--- src/rtl/sipo_rr_sched.sv ---
// rtl/sipo_rr_sched.sv - round-robin scheduler sharing one SIPO deserializer among NUM_REQ serial sources
// Grants one lane, assembles WORD_BW bits from it, holds the word on a valid/ready port, then re-arbitrates.
module sipo_rr_sched #(
   parameter int NUM_REQ    = 4,
   parameter int WORD_BW    = 8,
   parameter int SHIFT_LEFT = 1
) (
   input  logic                       clk_i,
   input  logic                       reset_i,
   input  logic [NUM_REQ-1:0]         req_i,
   input  logic [NUM_REQ-1:0]         serial_data_i,
   input  logic [NUM_REQ-1:0]         bit_valid_i,
   output logic [NUM_REQ-1:0]         gnt_o,
   output logic [WORD_BW-1:0]         word_o,
   output logic [$clog2(NUM_REQ)-1:0] src_id_o,
   output logic                       word_valid_o,
   input  logic                       word_ready_i,
   output logic                       abort_o
);

   localparam int ID_W  = $clog2(NUM_REQ);
   localparam int CNT_W = $clog2(WORD_BW) + 1;

   typedef enum logic [1:0] {IDLE, SHIFT, HOLD} state_t;

   state_t             r_state, w_state_n;
   logic [NUM_REQ-1:0] r_gnt, w_gnt_n;
   logic [WORD_BW-1:0] r_word, w_word_n, w_shifted;
   logic [ID_W-1:0]    r_src_id, w_src_id_n;
   logic [ID_W-1:0]    r_last_id, w_last_id_n;
   logic [ID_W-1:0]    w_win;
   logic [ID_W:0]      w_sum;
   logic [CNT_W-1:0]   r_bit_cnt, w_bit_cnt_n;
   logic               r_valid, w_valid_n;
   logic               r_abort, w_abort_n;
   logic               w_found;
   logic               w_bit, w_bit_valid, w_req_g;

   // Only the granted lane is ever observed while shifting.
   assign w_bit       = serial_data_i[r_src_id];
   assign w_bit_valid = bit_valid_i[r_src_id];
   assign w_req_g     = req_i[r_src_id];

   always_ff @(posedge clk_i or posedge reset_i) begin
      if (reset_i) begin
         r_state   <= IDLE;
         r_gnt     <= '0;
         r_word    <= '0;
         r_src_id  <= '0;
         r_last_id <= ID_W'(NUM_REQ - 1);
         r_bit_cnt <= '0;
         r_valid   <= 1'b0;
         r_abort   <= 1'b0;
      end else begin
         r_state   <= w_state_n;
         r_gnt     <= w_gnt_n;
         r_word    <= w_word_n;
         r_src_id  <= w_src_id_n;
         r_last_id <= w_last_id_n;
         r_bit_cnt <= w_bit_cnt_n;
         r_valid   <= w_valid_n;
         r_abort   <= w_abort_n;
      end
   end

   always_comb begin
      w_state_n   = r_state;
      w_gnt_n     = r_gnt;
      w_word_n    = r_word;
      w_src_id_n  = r_src_id;
      w_last_id_n = r_last_id;
      w_bit_cnt_n = r_bit_cnt;
      w_valid_n   = r_valid;
      w_abort_n   = 1'b0;
      w_found     = 1'b0;
      w_win       = r_last_id;
      w_sum       = '0;
      w_shifted   = r_word;

      // Scan starting one past the previous winner so every requester gets a turn.
      for (int i = 1; i <= NUM_REQ; i++) begin
         w_sum = {1'b0, r_last_id} + (ID_W+1)'(i);
         if (w_sum >= (ID_W+1)'(NUM_REQ)) w_sum = w_sum - (ID_W+1)'(NUM_REQ);
         if (!w_found && req_i[w_sum[ID_W-1:0]]) begin
            w_found = 1'b1;
            w_win   = w_sum[ID_W-1:0];
         end
      end

      if (SHIFT_LEFT != 0) w_shifted = {r_word[WORD_BW-2:0], w_bit};
      else                 w_shifted = {w_bit, r_word[WORD_BW-1:1]};

      case (r_state)
         IDLE: begin
            w_gnt_n = '0;
            if (w_found) begin
               w_gnt_n[w_win] = 1'b1;
               w_src_id_n     = w_win;
               w_last_id_n    = w_win;
               w_bit_cnt_n    = '0;
               w_state_n      = SHIFT;
            end
         end
         SHIFT: begin
            // A request drop wins over a bit arriving in the same cycle.
            if (!w_req_g) begin
               w_abort_n   = 1'b1;
               w_gnt_n     = '0;
               w_bit_cnt_n = '0;
               w_state_n   = IDLE;
            end else if (w_bit_valid) begin
               w_word_n    = w_shifted;
               w_bit_cnt_n = r_bit_cnt + CNT_W'(1);
               if (r_bit_cnt == CNT_W'(WORD_BW - 1)) begin
                  w_valid_n = 1'b1;
                  w_gnt_n   = '0;
                  w_state_n = HOLD;
               end
            end
         end
         HOLD: begin
            if (r_valid && word_ready_i) begin
               w_valid_n   = 1'b0;
               w_bit_cnt_n = '0;
               w_state_n   = IDLE;
            end
         end
         default: begin
            w_state_n = IDLE;
            w_gnt_n   = '0;
            w_valid_n = 1'b0;
         end
      endcase
   end

   assign gnt_o        = r_gnt;
   assign word_o       = r_word;
   assign src_id_o     = r_src_id;
   assign word_valid_o = r_valid;
   assign abort_o      = r_abort;

endmodule

--- config.mk ---
export PLATFORM = sky130hd
export DESIGN_NAME = sipo_rr_sched
export DESIGN_NICKNAME = d
export VERILOG_FILES = /design/src/rtl/sipo_rr_sched.sv
export SDC_FILE = /design/constraint.sdc
export NUM_CORES = 1
export LEC_CHECK = 0
export ABC_CLOCK_PERIOD_IN_PS = 2150
export BUFFER_PORTS_ARGS = -buffer_cell sky130_fd_sc_hd__buf_2
export CAP_MARGIN = 10
export CORE_ASPECT_RATIO = 1.5
export CORE_UTILIZATION = 51
export CTS_CLUSTER_SIZE = 16
export DETAILED_ROUTE_END_ITERATION = 10
export GPL_TIMING_DRIVEN = 0
export PLACE_DENSITY = 0.78
export SETUP_SLACK_MARGIN = 0.1
export SYNTH_ARGS = -nofsm -noshare
export SYNTH_HDL_FRONTEND = slang
export SYNTH_SLANG_ARGS = --single-unit
--- constraint.sdc ---
create_clock -name clk_i -period 2.15 [get_ports clk_i]
set_input_delay 0.43 -clock clk_i [delete_from_list [all_inputs] [get_ports clk_i]]
set_output_delay 0.43 -clock clk_i [all_outputs]
set_load 0.1 [all_outputs]
==> results of run 1 <==
-- flip-flops by register name, summed over array words and instances, names as in the netlist --
name,count
abort_o,1
gnt_o,4
r_bit_cnt,4
r_last_id,2
r_state,2
src_id_o,2
word_o,8
word_valid_o,1
-- per-stage QoR --
stage          utilization, %  worst slack (ns)
6_report                 67.0             0.219
5_1_grt                  67.0             0.156
2_1_floorplan               -            0.0690
4_1_cts                  66.7             0.145
3_3_place_gp             64.2             0.204
3_5_place_dp             64.2             0.183
-- what timing repair did --
item                                   CTS  global route
resized for setup                        0             1
setup endpoints to repair                0             4
endpoints found under the hold margin    0             0
-- layout make-up --
class,instances,area (um^2)
sequential,24,608
timing repair buffer,30,150
multi-input combinational,65,548
inverter,3,11.3
clock inverter,1,30.0
fill,163,693
clock buffer,3,22.5
tap,22,27.5
buffer,3,11.3
-- metal layers --
layer	track usage, %	routed length, um	up-vias
met2	32.6	1120	23
met1	28.6	956	444
met5	0	0	-
met3	2.20	74	2
li1	-	-	425
met4	9.05	17	0
-- placed cells by master, fill, tap and decap left out, types with 2 or more instances in the layout --
cell type	Yosys	layout
nand2b_1	3	3
a32o_1	2	2
dfstp_2	2	2
buf_2	0	30
nor2_1	8	8
dfrtp_1	22	20
inv_1	3	3
nand3_1	2	2
clkbuf_1	3	3
a22o_1	2	2
mux2i_1	2	2
nor2b_1	3	3
mux4_2	2	2
a21oi_1	5	5
mux2_2	8	8
clkbuf_4	0	3
a211o_1	2	2
a31oi_1	2	2
-- how the worst min path moves through the flow --
stage	end	from	slack, ns	cells past startpoint
final	word_o[2]$_DFFE_PP0P_	reset_i	0.28	2
after global routing	word_o[6]$_DFFE_PP0P_	reset_i	0.37	2
after CTS	word_o[3]$_DFFE_PP0P_	reset_i	0.30	2
after detailed placement	r_bit_cnt[3]$_DFFE_PP0P_	r_bit_cnt[3]$_DFFE_PP0P_	0.46	1
after global placement	r_bit_cnt[3]$_DFFE_PP0P_	r_bit_cnt[3]$_DFFE_PP0P_	0.45	1
after floorplan	r_bit_cnt[3]$_DFFE_PP0P_	r_bit_cnt[3]$_DFFE_PP0P_	0.43	1
-- critical path, delay by kind of cell, from the launching register on --
| kind | cells | cell delay [ns] |
|---|---|---|
| simple gates | 1 | 0.16 |
| mux | 2 | 0.87 |
| compound gates | 1 | 0.32 |
| flops | 1 | 0.47 |
-- cells by family (layout without fill, tap and decap cells) --
| kind of cell | count (synthesis) | after routing | synth area share, % |
|---|---|---|---|
| adders and majority gates | 1 | 1 | 1.07 |
| DFF | 24 | 24 | 51.7 |
| buffers and inverters | 6 | 40 | 1.93 |
| AOI/OAI and AO/OA | 22 | 22 | 13.9 |
| muxes | 14 | 14 | 16.8 |
| and+or+nand+nor | 28 | 28 | 14.6 |
==> impl_metrics.env, run 1 <==
export IMPL_hpwl_mm=1.57
export IMPL_area_growth_pct=20.7
export IMPL_path_clk_slew_ns=0.13
export IMPL_min_period_ns=1.93
export IMPL_fmax_ghz=0.518
export IMPL_criticalPathCategory="flop to flop"
export IMPL_fin_area_mm2=0.00141
export IMPL_wl_per_cell_um=14.4
export IMPL_tightest_slew_ns=0.859
export IMPL_overflow=0
export IMPL_hold_slack_ns=0.283
export IMPL_cts_root_buf="clkbuf_4"
export IMPL_critPathSlowestCell="mux4_2"
export IMPL_worstSkewPairLatency_ns=0.30
export IMPL_synth_cell_type_count=40
export IMPL_synth_ff_type="dfrtp_1"
export IMPL_clk_path_buf_depth=2
export IMPL_hp_class="primary input to asynchronous set/reset pin"
export IMPL_crit_path_end_kind="flop"
export IMPL_grt_max_degree=25
export IMPL_cp_cell_sequence="mux4_2 > nand2b_4 > a211o_1 > mux2_4"
export IMPL_reg2reg_depth=4
export IMPL_routed_via_count=894
export IMPL_placed_area_mm2=0.00135
export IMPL_post_route_period_util_pct=89.8
export IMPL_hold_viol=0
export IMPL_required_ns=2.35
export IMPL_r2r_end="r_bit_cnt[1]$_DFFE_PP0P_"
export IMPL_drc_errors=0
export IMPL_core_mm2=0.00210
export IMPL_stdcell_count=151
export IMPL_die_w_um=41.1
export IMPL_cts_hold_buf=0
export IMPL_drtIter0Drc=21
export IMPL_max_cap_violations=0
export IMPL_synth_most_common_cell="dfrtp_1"
export IMPL_dieArea_mm2=0.00249
export IMPL_fin_nets=146
export IMPL_fin_setup_tns_ns=0
export IMPL_synth_net_count=111
export IMPL_grt_total_usage_pct=20.9
export IMPL_ys_ff_latch=24
export IMPL_vias_per_cell=5.92
export IMPL_setup_viol=0
export IMPL_yosys_warnings=0
export IMPL_synth_area_leaders="dfrtp_1, mux2_2, dfstp_2, mux4_2, nor2_1"
export IMPL_die_y_um=60.6
export IMPL_critPathMaxFanout=5
export IMPL_grt_pass1_vias=837
export IMPL_rsz0062_at_grt="false"
export IMPL_max_slew_margin_pct=42.6
export IMPL_io_buffers=30
export IMPL_drv_slew=0
export IMPL_timing_rr_start="src_id_o[0]$_DFFE_PP0P_"
export IMPL_status="finished clean"
export IMPL_yosys_area_top_type="dfrtp_1"
export IMPL_cts_buffers=3
export IMPL_crit_arrival_ns=2.14
export IMPL_syn_instance_count=95
export IMPL_drive_gt1_share_pct=41.1
export IMPL_startpoint="src_id_o[0]$_DFFE_PP0P_"
export IMPL_drtPass1Iterations=4
export IMPL_start_util_pct=55.5
export IMPL_slowest_delay_ns=0.56
export IMPL_cts_tree="yes"
export IMPL_place_congestion=0.810
export IMPL_io_pins=31
export IMPL_critPathCapture="r_bit_cnt[1]$_DFFE_PP0P_"
export IMPL_synth_top_cell_area_share_pct=47.2
export IMPL_synthTopCellsByCount="dfrtp_1, mux2_2, nor2_1, a21oi_1"
export IMPL_critPathLaunchType="flop"
export IMPL_htreeDepth=1
export IMPL_r2r_setup_slack_ns=0.22
export IMPL_cts_setup_buffers=0
export IMPL_syn_avg_cell_area_um2=12.3
export IMPL_grt_pass1_wl_mm=3.54
export IMPL_dp_cells=147
export IMPL_synth_seq_area_share_pct=51.7
export IMPL_antenna_found_initial=0
export IMPL_clock_sink_count=24
export IMPL_synth_edf_count=0
export IMPL_fin_skew_ns=0.00306
export IMPL_async_reset_ff_share_pct=100
export IMPL_n_antenna_cell=0
export IMPL_antenna_left=0
export IMPL_wirelength_mm=2.17
export IMPL_num_rows=20
export IMPL_synth_area_mm2=0.00117
Power of run 1 is left out: the tool's default activity adds up to more than one toggle a clock period on the data nets, which glitch-free logic cannot reach.
==> run 2: changes to the inputs <==
--- a/config.mk
+++ b/config.mk
@@ -6,7 +6,7 @@
 export NUM_CORES = 1
 export LEC_CHECK = 0
 export ABC_CLOCK_PERIOD_IN_PS = 2150
-export BUFFER_PORTS_ARGS = -buffer_cell sky130_fd_sc_hd__buf_2
+export BUFFER_PORTS_ARGS = -buffer_cell sky130_fd_sc_hd__clkbuf_2
 export CAP_MARGIN = 10
 export CORE_ASPECT_RATIO = 1.5
 export CORE_UTILIZATION = 51
==> run 2 against run 1 <==
- setup slack worse by 0.0078 ns
- clock skew down 0.0014 ns
- final area unchanged
- register-to-register slack about the same
- utilization unchanged
- count of clock-buffer cells in the layout unchanged
- die area unchanged
- global-route usage down 0.16 points
- non-clock buffer count unchanged
- sequential share of layout area unchanged
- final cell count unchanged
- flip-flop and latch count unchanged
- largest cell class unchanged
==> impl_metrics.env, run 2 (synthesis gave the netlist of run 1 again) <==
export IMPL_fmax_ghz=0.516
export IMPL_fin_setup_tns_ns=0
export IMPL_grt_total_usage_pct=20.7
export IMPL_antenna_found_initial=0
export IMPL_antenna_left=0
export IMPL_wl_per_cell_um=14.9
export IMPL_cts_setup_buffers=0
export IMPL_die_w_um=41.1
export IMPL_io_pins=31
export IMPL_crit_arrival_ns=2.15
export IMPL_drtPass1Iterations=4
export IMPL_r2r_setup_slack_ns=0.21
export IMPL_worstSkewPairLatency_ns=0.31
export IMPL_io_buffers=30
export IMPL_path_clk_slew_ns=0.13
export IMPL_hpwl_mm=1.67
export IMPL_drc_errors=0
export IMPL_dp_slack_ns=0.169
export IMPL_clock_sink_count=24
export IMPL_num_fill_cells=188
export IMPL_cts_root_buf="clkbuf_4"
export IMPL_hold_viol=0
export IMPL_mostFrequentLayoutCell="clkbuf_2"
export IMPL_post_cts_resized=0
export IMPL_max_cap_violations=0
export IMPL_cts_tree="yes"
export IMPL_rsz0062_at_grt="false"
export IMPL_fin_nets=146
export IMPL_status="finished clean"
export IMPL_timing_rr_start="src_id_o[0]$_DFFE_PP0P_"
export IMPL_seq_area_um2=608
export IMPL_placed_area_mm2=0.00135
export IMPL_dieArea_mm2=0.00249
export IMPL_post_route_period_util_pct=90.2
export IMPL_die_y_um=60.6
export IMPL_place_congestion=0.790
export IMPL_start_util_pct=55.5
export IMPL_hp_class="primary input to asynchronous set/reset pin"
export IMPL_dp_cells=147
export IMPL_overflow=0
export IMPL_fin_area_mm2=0.00141
export IMPL_criticalPathCategory="flop to flop"
export IMPL_drv_slew=0
export IMPL_wirelength_mm=2.25
export IMPL_vias_per_cell=6.05
export IMPL_crit_path_end_kind="flop"
export IMPL_tightest_slew_ns=0.881
export IMPL_min_period_ns=1.94
export IMPL_critPathMaxFanout=5
export IMPL_max_slew_margin_pct=41.2
export IMPL_grt_max_degree=25
export IMPL_required_ns=2.36
export IMPL_final_cell_mix="clkbuf_2, dfrtp_1, mux2_2, nor2_1, a21oi_1"
export IMPL_r2r_end="r_bit_cnt[1]$_DFFE_PP0P_"
export IMPL_drtIter0Drc=15
export IMPL_routed_via_count=913
export IMPL_htreeDepth=1
export IMPL_cts_buffers=3
export IMPL_grt_pass1_wl_mm=3.43
export IMPL_cts_hold_buf=0
export IMPL_clk_path_buf_depth=2
export IMPL_critPathLaunchType="flop"
export IMPL_setup_viol=0
export IMPL_num_rows=20
export IMPL_reg2reg_depth=4
export IMPL_core_mm2=0.00210
export IMPL_grt_pass1_vias=818
export IMPL_n_antenna_cell=0
export IMPL_setup_ws_ns=0.212
export IMPL_fin_skew_ns=0.00166
export IMPL_multi_input_area_um2=548
export IMPL_stdcell_count=151
export IMPL_largest_reg_flops=8
export IMPL_area_growth_pct=20.7
export IMPL_drive_gt1_share_pct=41.1
## run 2: worst max path at each step
stage	startpoint	endpoint	slack [ns]	cells past startpoint
floorplan	src_id_o[0]$_DFFE_PP0P_	r_bit_cnt[1]$_DFFE_PP0P_	0.07	4
global placement	r_last_id[1]$_DFFE_PP1P_	gnt_o[0]$_DFFE_PP0P_	0.20	5
detailed placement	r_last_id[1]$_DFFE_PP1P_	gnt_o[0]$_DFFE_PP0P_	0.17	5
CTS	r_last_id[1]$_DFFE_PP1P_	gnt_o[0]$_DFFE_PP0P_	0.13	5
global route	r_last_id[1]$_DFFE_PP1P_	gnt_o[1]$_DFFE_PP0P_	0.13	5
finish	src_id_o[0]$_DFFE_PP0P_	r_bit_cnt[1]$_DFFE_PP0P_	0.21	4
## run 2: final cells by class
cell class / count / area share, %
Buffer: 3 / 0.799
Clock buffer: 3 / 1.60
Clock inverter: 1 / 2.13
Inverter: 3 / 0.799
Multi-Input combinational cell: 65 / 38.9
Sequential cell: 24 / 43.2
Tap cell: 22 / 1.95
Timing Repair Buffer: 30 / 10.7
## run 2: per-stage QoR
stage	hold WS [ns]	utilization [%]
after floorplan	0.429	-
after global placement	0.449	64.2
after detailed placement	0.469	64.2
after CTS	0.285	66.7
after global routing	0.338	67.0
final	0.263	67.0
## run 2: worst max-delay path, cell delays in order (launching register included)
cell      delay (ns)
dfrtp_4         0.48
mux4_2          0.57
nand2b_4        0.16
a211o_1         0.32
mux2_4          0.31
## run 2: layer usage
layer | track usage, % | vias up | wire length, um | part of all wire [%]
met2 | 33.5 | 29 | 1160 | 51
met4 | 10.0 | 0 | 17 | 0.75
met5 | 0 | - | 0 | 0
met3 | 3.30 | 2 | 96 | 4.3
li1 | - | 427 | - | -
met1 | 25.9 | 455 | 980 | 43
Power of run 2 is left out for the same reason.
